[config.mk]
export PLATFORM = sky130hd
export DESIGN_NAME = bidcounter_sweep_ctrl
export DESIGN_NICKNAME = d
export VERILOG_FILES = /design/src/rtl/bidcounter_sweep_ctrl.sv
export SDC_FILE = /design/constraint.sdc
export NUM_CORES = 1
export LEC_CHECK = 0
export ABC_AREA = 1
export BUFFER_PORTS_ARGS = -buffer_cell sky130_fd_sc_hd__buf_2
export CORE_MARGIN = 2
export CORE_UTILIZATION = 40
export DETAILED_ROUTE_END_ITERATION = 6
export PLACE_DENSITY = 0.62
export SYNTH_ARGS = -nofsm -noshare
export SYNTH_HDL_FRONTEND = slang
export SYNTH_SLANG_ARGS = --single-unit
[constraint.sdc]
create_clock -name clk -period 1.75 [get_ports clk]
set_input_delay 0.35 -clock clk [delete_from_list [all_inputs] [get_ports clk]]
set_output_delay 0.35 -clock clk [all_outputs]
set_load 0.01 [all_outputs]
[src/rtl/bidcounter_sweep_ctrl.sv]
`default_nettype none
// +----------------------------------------------------------------------------+
// | Module : bidcounter_sweep_ctrl                                             |
// | Brief  : Drives a bidcounter through a programmed triangle sweep.          |
// | Rev    : 1.0                                                               |
// +----------------------------------------------------------------------------+
module bidcounter_sweep_ctrl #(
  parameter int WIDTH   = 4,
  parameter int SWEEP_W = 8
) (
  input  logic               clk,
  input  logic               reset,
  input  logic               start,
  input  logic               abort,
  input  logic [WIDTH-1:0]   hi_lim,
  input  logic [WIDTH-1:0]   lo_lim,
  input  logic [SWEEP_W-1:0] n_sweeps,
  input  logic [WIDTH-1:0]   cnt_count,
  output logic               cnt_ctrl,
  output logic               cnt_reset,
  output logic               busy,
  output logic               done,
  output logic               err,
  output logic [SWEEP_W-1:0] sweep_idx
);

  typedef enum logic [1:0] {
    S_IDLE = 2'd0,
    S_UP   = 2'd1,
    S_DOWN = 2'd2,
    S_DONE = 2'd3
  } state_t;

  state_t               state_q, state_d;
  logic [WIDTH-1:0]     hi_q, hi_d;
  logic [WIDTH-1:0]     lo_q, lo_d;
  logic [SWEEP_W-1:0]   n_q, n_d;
  logic [SWEEP_W-1:0]   idx_q, idx_d;
  logic                 ctrl_q, ctrl_d;
  logic                 crst_q, crst_d;
  logic                 busy_q, busy_d;
  logic                 done_q, done_d;
  logic                 err_q, err_d;

  logic                 start_ok;
  logic                 turn_down;
  logic                 turn_up;
  logic                 last_leg;

  // Turns are decided one count early because the counter moves on the same
  // edge that the new direction is registered.
  assign start_ok  = (lo_lim < hi_lim) && (n_sweeps != '0);
  assign turn_down = (cnt_count == (hi_q - WIDTH'(1)));
  assign turn_up   = (cnt_count == (lo_q + WIDTH'(1)));
  assign last_leg  = (idx_q == (n_q - SWEEP_W'(1)));

  always_comb begin
    state_d = state_q;
    hi_d    = hi_q;
    lo_d    = lo_q;
    n_d     = n_q;
    idx_d   = idx_q;
    ctrl_d  = ctrl_q;
    crst_d  = crst_q;
    busy_d  = busy_q;
    done_d  = 1'b0;
    err_d   = 1'b0;
    case (state_q)
      S_IDLE: begin
        crst_d = 1'b1;
        ctrl_d = 1'b0;
        busy_d = 1'b0;
        if (start) begin
          if (start_ok) begin
            state_d = S_UP;
            hi_d    = hi_lim;
            lo_d    = lo_lim;
            n_d     = n_sweeps;
            idx_d   = '0;
            crst_d  = 1'b0;
            busy_d  = 1'b1;
          end else begin
            err_d = 1'b1;
          end
        end
      end
      S_UP: begin
        if (abort) begin
          state_d = S_IDLE;
          crst_d  = 1'b1;
          ctrl_d  = 1'b0;
          busy_d  = 1'b0;
        end else if (turn_down) begin
          state_d = S_DOWN;
          ctrl_d  = 1'b1;
        end
      end
      S_DOWN: begin
        if (abort) begin
          state_d = S_IDLE;
          crst_d  = 1'b1;
          ctrl_d  = 1'b0;
          busy_d  = 1'b0;
        end else if (turn_up) begin
          ctrl_d = 1'b0;
          if (last_leg) begin
            state_d = S_DONE;
            done_d  = 1'b1;
            crst_d  = 1'b1;
            busy_d  = 1'b0;
            idx_d   = n_q;
          end else begin
            state_d = S_UP;
            idx_d   = idx_q + SWEEP_W'(1);
          end
        end
      end
      S_DONE: begin
        state_d = S_IDLE;
        crst_d  = 1'b1;
        ctrl_d  = 1'b0;
        busy_d  = 1'b0;
      end
      default: begin
        state_d = S_IDLE;
        crst_d  = 1'b1;
        ctrl_d  = 1'b0;
        busy_d  = 1'b0;
      end
    endcase
  end

  always_ff @(posedge clk) begin
    if (reset) begin
      state_q <= S_IDLE;
      hi_q    <= '0;
      lo_q    <= '0;
      n_q     <= '0;
      idx_q   <= '0;
      ctrl_q  <= 1'b0;
      crst_q  <= 1'b1;
      busy_q  <= 1'b0;
      done_q  <= 1'b0;
      err_q   <= 1'b0;
    end else begin
      state_q <= state_d;
      hi_q    <= hi_d;
      lo_q    <= lo_d;
      n_q     <= n_d;
      idx_q   <= idx_d;
      ctrl_q  <= ctrl_d;
      crst_q  <= crst_d;
      busy_q  <= busy_d;
      done_q  <= done_d;
      err_q   <= err_d;
    end
  end

  assign cnt_ctrl  = ctrl_q;
  assign cnt_reset = crst_q;
  assign busy      = busy_q;
  assign done      = done_q;
  assign err       = err_q;
  assign sweep_idx = idx_q;

endmodule
`default_nettype wire

==> results.sh <==
export IMPL_min_to="hi_q[3]$_SDFFE_PP0P_"
export IMPL_tritoncts_num_sinks=31
export IMPL_synth_area_mm2=0.001918
export IMPL_wire_per_inst_um=12.28
export IMPL_cts_htree_levels=2
export IMPL_dpl_instance_area_mm2=0.002266
export IMPL_synth_async_sr_flop_share_pct=0
export IMPL_drt_initial_drc_count=88
export IMPL_transition_time_of_the_tightest_slew_check_pin_ns=0.4562
export IMPL_run_status="complete, no violations"
export IMPL_power_clock_fraction_pct=28.6
export IMPL_first_global_vias=1837
export IMPL_cts_root_buf="sky130_fd_sc_hd__clkbuf_8"
export IMPL_yosys_area_top_type="sky130_fd_sc_hd__dfxtp_1"
export IMPL_total_leakage_power_nw=1.120
export IMPL_synth_area_top_cells="sky130_fd_sc_hd__dfxtp_1 32%, sky130_fd_sc_hd__nand2_1 11%, sky130_fd_sc_hd__nand3_1 7.3%"
export IMPL_timing_hold_violations_final=0
export IMPL_num_antenna_cells=0
export IMPL_initial_core_util_pct=41.15
export IMPL_synth_area_per_cell_um2=6.850
export IMPL_swShare_pct=33.39
export IMPL_synthMostInstantiatedCell="sky130_fd_sc_hd__nand2_1"
export IMPL_final_standard_cell_area_without_fillers_mm2=0.002496
export IMPL_peakVddDrop_uv=433.8
export IMPL_timing_critical_path_max_delay_family="simple AND/OR/NAND/NOR gates"
export IMPL_max_stage_delay_ns=0.33
export IMPL_hold_path_startpoint="hi_lim[3]"
export IMPL_worstSetupPathType="register to register"
export IMPL_cp_cell_sequence="inv_2, ha_4, inv_2, nand2_1, nand2_1, nor2_2, nand3_2, nor2_4, nand3_4, buf_6, nand2_2, nand3_2, a21oi_2"
export IMPL_synthCells=280
export IMPL_synth_top_area_share_pct=32.35
export IMPL_final_setup_viol_count=0
export IMPL_fin_skew_ns=0.005713
export IMPL_die_w_um=73.25
export IMPL_fmaxAchievable_mhz=579.7
export IMPL_cell_with_the_largest_stage_delay_on_the_worst_path="sky130_fd_sc_hd__dfxtp_2"
export IMPL_port_buffer_count=36
export IMPL_global_route_usage_met1_pct=23.17
export IMPL_timing_slew_headroom_pct=69.56
export IMPL_required_arrival_time_at_the_worst_endpoint_ns=1.97
export IMPL_num_io_pins=37
export IMPL_final_min_period_over_clock_period_pct=98.57
export IMPL_nNetsFinal=371
export IMPL_grt_setup_unrepaired="true"
export IMPL_synth_seq_cells=31
export IMPL_place_detailed_hpwl_um=3670
export IMPL_grt_met2_usage_pct=32.93
export IMPL_layout_core_utilization_pct=53.56
export IMPL_timing_reg2reg_setup_slack_ns=0.03
export IMPL_gr_total_overflow=0
export IMPL_die_ar_mm2=0.005365
export IMPL_ys_warn_count=0
export IMPL_clock_pin_slew_of_the_registers_on_the_worst_case_setup_and_hold_paths_ns=0.07
export IMPL_power_density_mw_per_mm2=762.3
export IMPL_synth_lib_cells_used_distinct=28
export IMPL_die_h_um=73.25
export IMPL_rows=25
export IMPL_antenna_found_initial=0
export IMPL_most_common_library_cells_after_synthesis="56 x sky130_fd_sc_hd__nand2_1, 35 x sky130_fd_sc_hd__inv_1, 31 x sky130_fd_sc_hd__dfxtp_1"
export IMPL_worst_r2r_endpoint="sweep_idx[5]$_SDFFE_PP0P_"
export IMPL_most_crowded_layer_gr="met2"
export IMPL_number_of_buffers_and_inverters_on_the_critical_path=3
export IMPL_met3_usage_pct=3.315
export IMPL_power_share_combinational_pct=29.7
export IMPL_drive_gt1_share_pct=29.62
export IMPL_timing_critical_path_arrival_ns=1.94
export IMPL_vias=1974
export IMPL_core_area_mm2=0.004661
export IMPL_crit_path_start_kind="register"
export IMPL_worstSkewPairLatency_ns=0.28
export IMPL_gp_congestion=0.8247
export IMPL_grt_max_degree=20
export IMPL_max_cap_viols=0
export IMPL_post_drt_via_cell_ratio=4.997
export IMPL_worst_path_max_fanout=5
export IMPL_min_period_ns=1.725
export IMPL_first_pass_iters=4
export IMPL_synthFlopType="sky130_fd_sc_hd__dfxtp_1"
export IMPL_p_int_w=0.001267
export IMPL_postRouteAntennaNets=0
export IMPL_global_route_usage_total_pct=19.02
export IMPL_wl_um=4852
export IMPL_holdBufCountCts=0
export IMPL_critical_path_cell_count=13
export IMPL_tritoncts="yes"
export IMPL_ys_seq_area_share_pct=32.35
export IMPL_worst_hold_slack_ns=0.3260
export IMPL_synth_edf_count=0
export IMPL_net_switching_power_w=0.0006353
export IMPL_detail_route_drc_violations=0
export IMPL_cts_buffer_depth=2
export IMPL_length_in_cells_of_the_worst_reg_to_reg_path=13
export IMPL_timing_critical_path_to_type="register"
export IMPL_wire_length_of_the_first_global_routing_pass_um=7928
export IMPL_cts_buffers_inserted=5
export IMPL_synthesis_nets=311
export IMPL_layout_area_overhead_vs_synth_pct=30.14
export IMPL_timing_final_max_slew_violations=0
export IMPL_hold_depth=3
export IMPL_hold_path_class="input port to register"
export IMPL_critical_path_reg2reg_startpoint="n_q[0]$_SDFFE_PP0P_"
export IMPL_seq_power_share_pct=41.7
==> layout by cell type, fill, tap and decap left out, types with 2 or more instances in the layout <==
| cell type | synthesis | layout |
|---|---|---|
| sky130_fd_sc_hd__nand2_1 | 56 | 52 |
| sky130_fd_sc_hd__buf_2 | 1 | 36 |
| sky130_fd_sc_hd__inv_1 | 35 | 31 |
| sky130_fd_sc_hd__dfxtp_1 | 31 | 29 |
| sky130_fd_sc_hd__nand3_1 | 28 | 23 |
| sky130_fd_sc_hd__a21oi_1 | 25 | 21 |
| sky130_fd_sc_hd__nor2_1 | 22 | 20 |
| sky130_fd_sc_hd__o21ai_0 | 17 | 17 |
| sky130_fd_sc_hd__buf_4 | 0 | 17 |
| sky130_fd_sc_hd__nand4_1 | 11 | 11 |
| sky130_fd_sc_hd__xnor2_1 | 10 | 10 |
| sky130_fd_sc_hd__xor2_1 | 7 | 7 |
| sky130_fd_sc_hd__nand2_2 | 2 | 7 |
| sky130_fd_sc_hd__nand3_2 | 1 | 6 |
| sky130_fd_sc_hd__ha_1 | 7 | 6 |
| sky130_fd_sc_hd__clkbuf_8 | 0 | 5 |
| sky130_fd_sc_hd__inv_2 | 2 | 4 |
| sky130_fd_sc_hd__nor3_1 | 5 | 4 |
| sky130_fd_sc_hd__nor2_4 | 4 | 4 |
| sky130_fd_sc_hd__a21oi_2 | 0 | 4 |
| sky130_fd_sc_hd__buf_6 | 0 | 4 |
| sky130_fd_sc_hd__nor2_2 | 1 | 3 |
| sky130_fd_sc_hd__nor4_1 | 2 | 2 |
| sky130_fd_sc_hd__clkinvlp_4 | 0 | 2 |
| sky130_fd_sc_hd__clkbuf_1 | 4 | 2 |
| sky130_fd_sc_hd__dfxtp_2 | 0 | 2 |
==> state kept, by name, summed over array words and instances (netlist names) <==
| register | count |
|---|---|
| cnt_reset | 1 |
| done | 1 |
| state_q | 2 |
| hi_q | 4 |
| cnt_ctrl | 1 |
| sweep_idx | 8 |
| busy | 1 |
| lo_q | 4 |
| err | 1 |
| n_q | 8 |
==> logic make-up (layout without fill, tap and decap cells) <==
group | count (synthesis) | count (layout) | synth area share (%)
compound gates | 45 | 45 | 11.87
xor+xnor | 18 | 18 | 8.611
fa+ha+maj | 7 | 7 | 4.566
buf+inv | 42 | 102 | 8.284
flops | 31 | 31 | 32.36
simple gates | 137 | 138 | 34.31
==> worst min-delay path: cells and delay by family <==
family / cells / cell delay [ns]
buffers and inverters: 2 / 0.15
AOI/OAI and AO/OA: 1 / 0.06
==> power by group through the flow <==
| stage | Clock, W | Combinational (W) | Sequential (W) |
|---|---|---|---|
| finish | 0.000544 | 0.000566 | 0.000793 |
| global placement | 0 | 0.000518 | 0.000808 |
| global route | 0.000587 | 0.000637 | 0.000801 |
| floorplan | 0 | 0.000360 | 0.000805 |
| CTS | 0.000560 | 0.000531 | 0.000792 |
| detailed placement | 0 | 0.000528 | 0.000808 |
==> metrics by stage <==
step / power [W] / setup slack, ns / cells / setup TNS, ns
floorplan: 0.001165 / 0.06262 / 280 / 0
global placement: 0.001326 / -0.02569 / 381 / -0.03459
detailed placement: 0.001335 / -0.07331 / 381 / -0.1443
CTS: 0.001884 / 0.01482 / 389 / 0
global route: 0.002025 / -0.1153 / 395 / -0.7273
finish: 0.001903 / 0.02505 / 395 / 0
==> metal layers <==
metal  vias to the layer above  routed length (µm)
met5                         -                   0
met4                         0                 108
met3                        12                 113
met2                        28                2374
met1                       893                2256
li1                       1041                   -
==> final cells by class <==
type	count	area, µm²
fillers	470	2165
multi-input cells	208	1225
flip-flops and latches	31	623.1
repair buffers	57	352.8
inverters	37	146.4
clock buffers	7	76.32
well taps	54	67.56
clock inverters	1	5.005
==> worst max path at each step <==
stage | slack [ns] | endpoint | startpoint
after global placement | -0.03 | hi_q[3]$_SDFFE_PP0P_ | hi_lim[1]
final | 0.03 | sweep_idx[5]$_SDFFE_PP0P_ | n_q[0]$_SDFFE_PP0P_
after global routing | -0.12 | sweep_idx[5]$_SDFFE_PP0P_ | n_q[1]$_SDFFE_PP0P_
after CTS | 0.01 | sweep_idx[5]$_SDFFE_PP0P_ | lo_q[0]$_SDFFE_PP0P_
after floorplan | 0.06 | busy$_SDFFE_PP0P_ | n_q[0]$_SDFFE_PP0P_
after detailed placement | -0.07 | hi_q[3]$_SDFFE_PP0P_ | hi_lim[1]
==> repair_timing <==
action,4_1_cts,5_1_grt
endpoints found under the setup margin,8,16
cloned,0,1
pin swaps,0,12
buffers inserted,0,5
resized for setup,1,32
No activity file was read; power rests on OpenSTA's default activity.
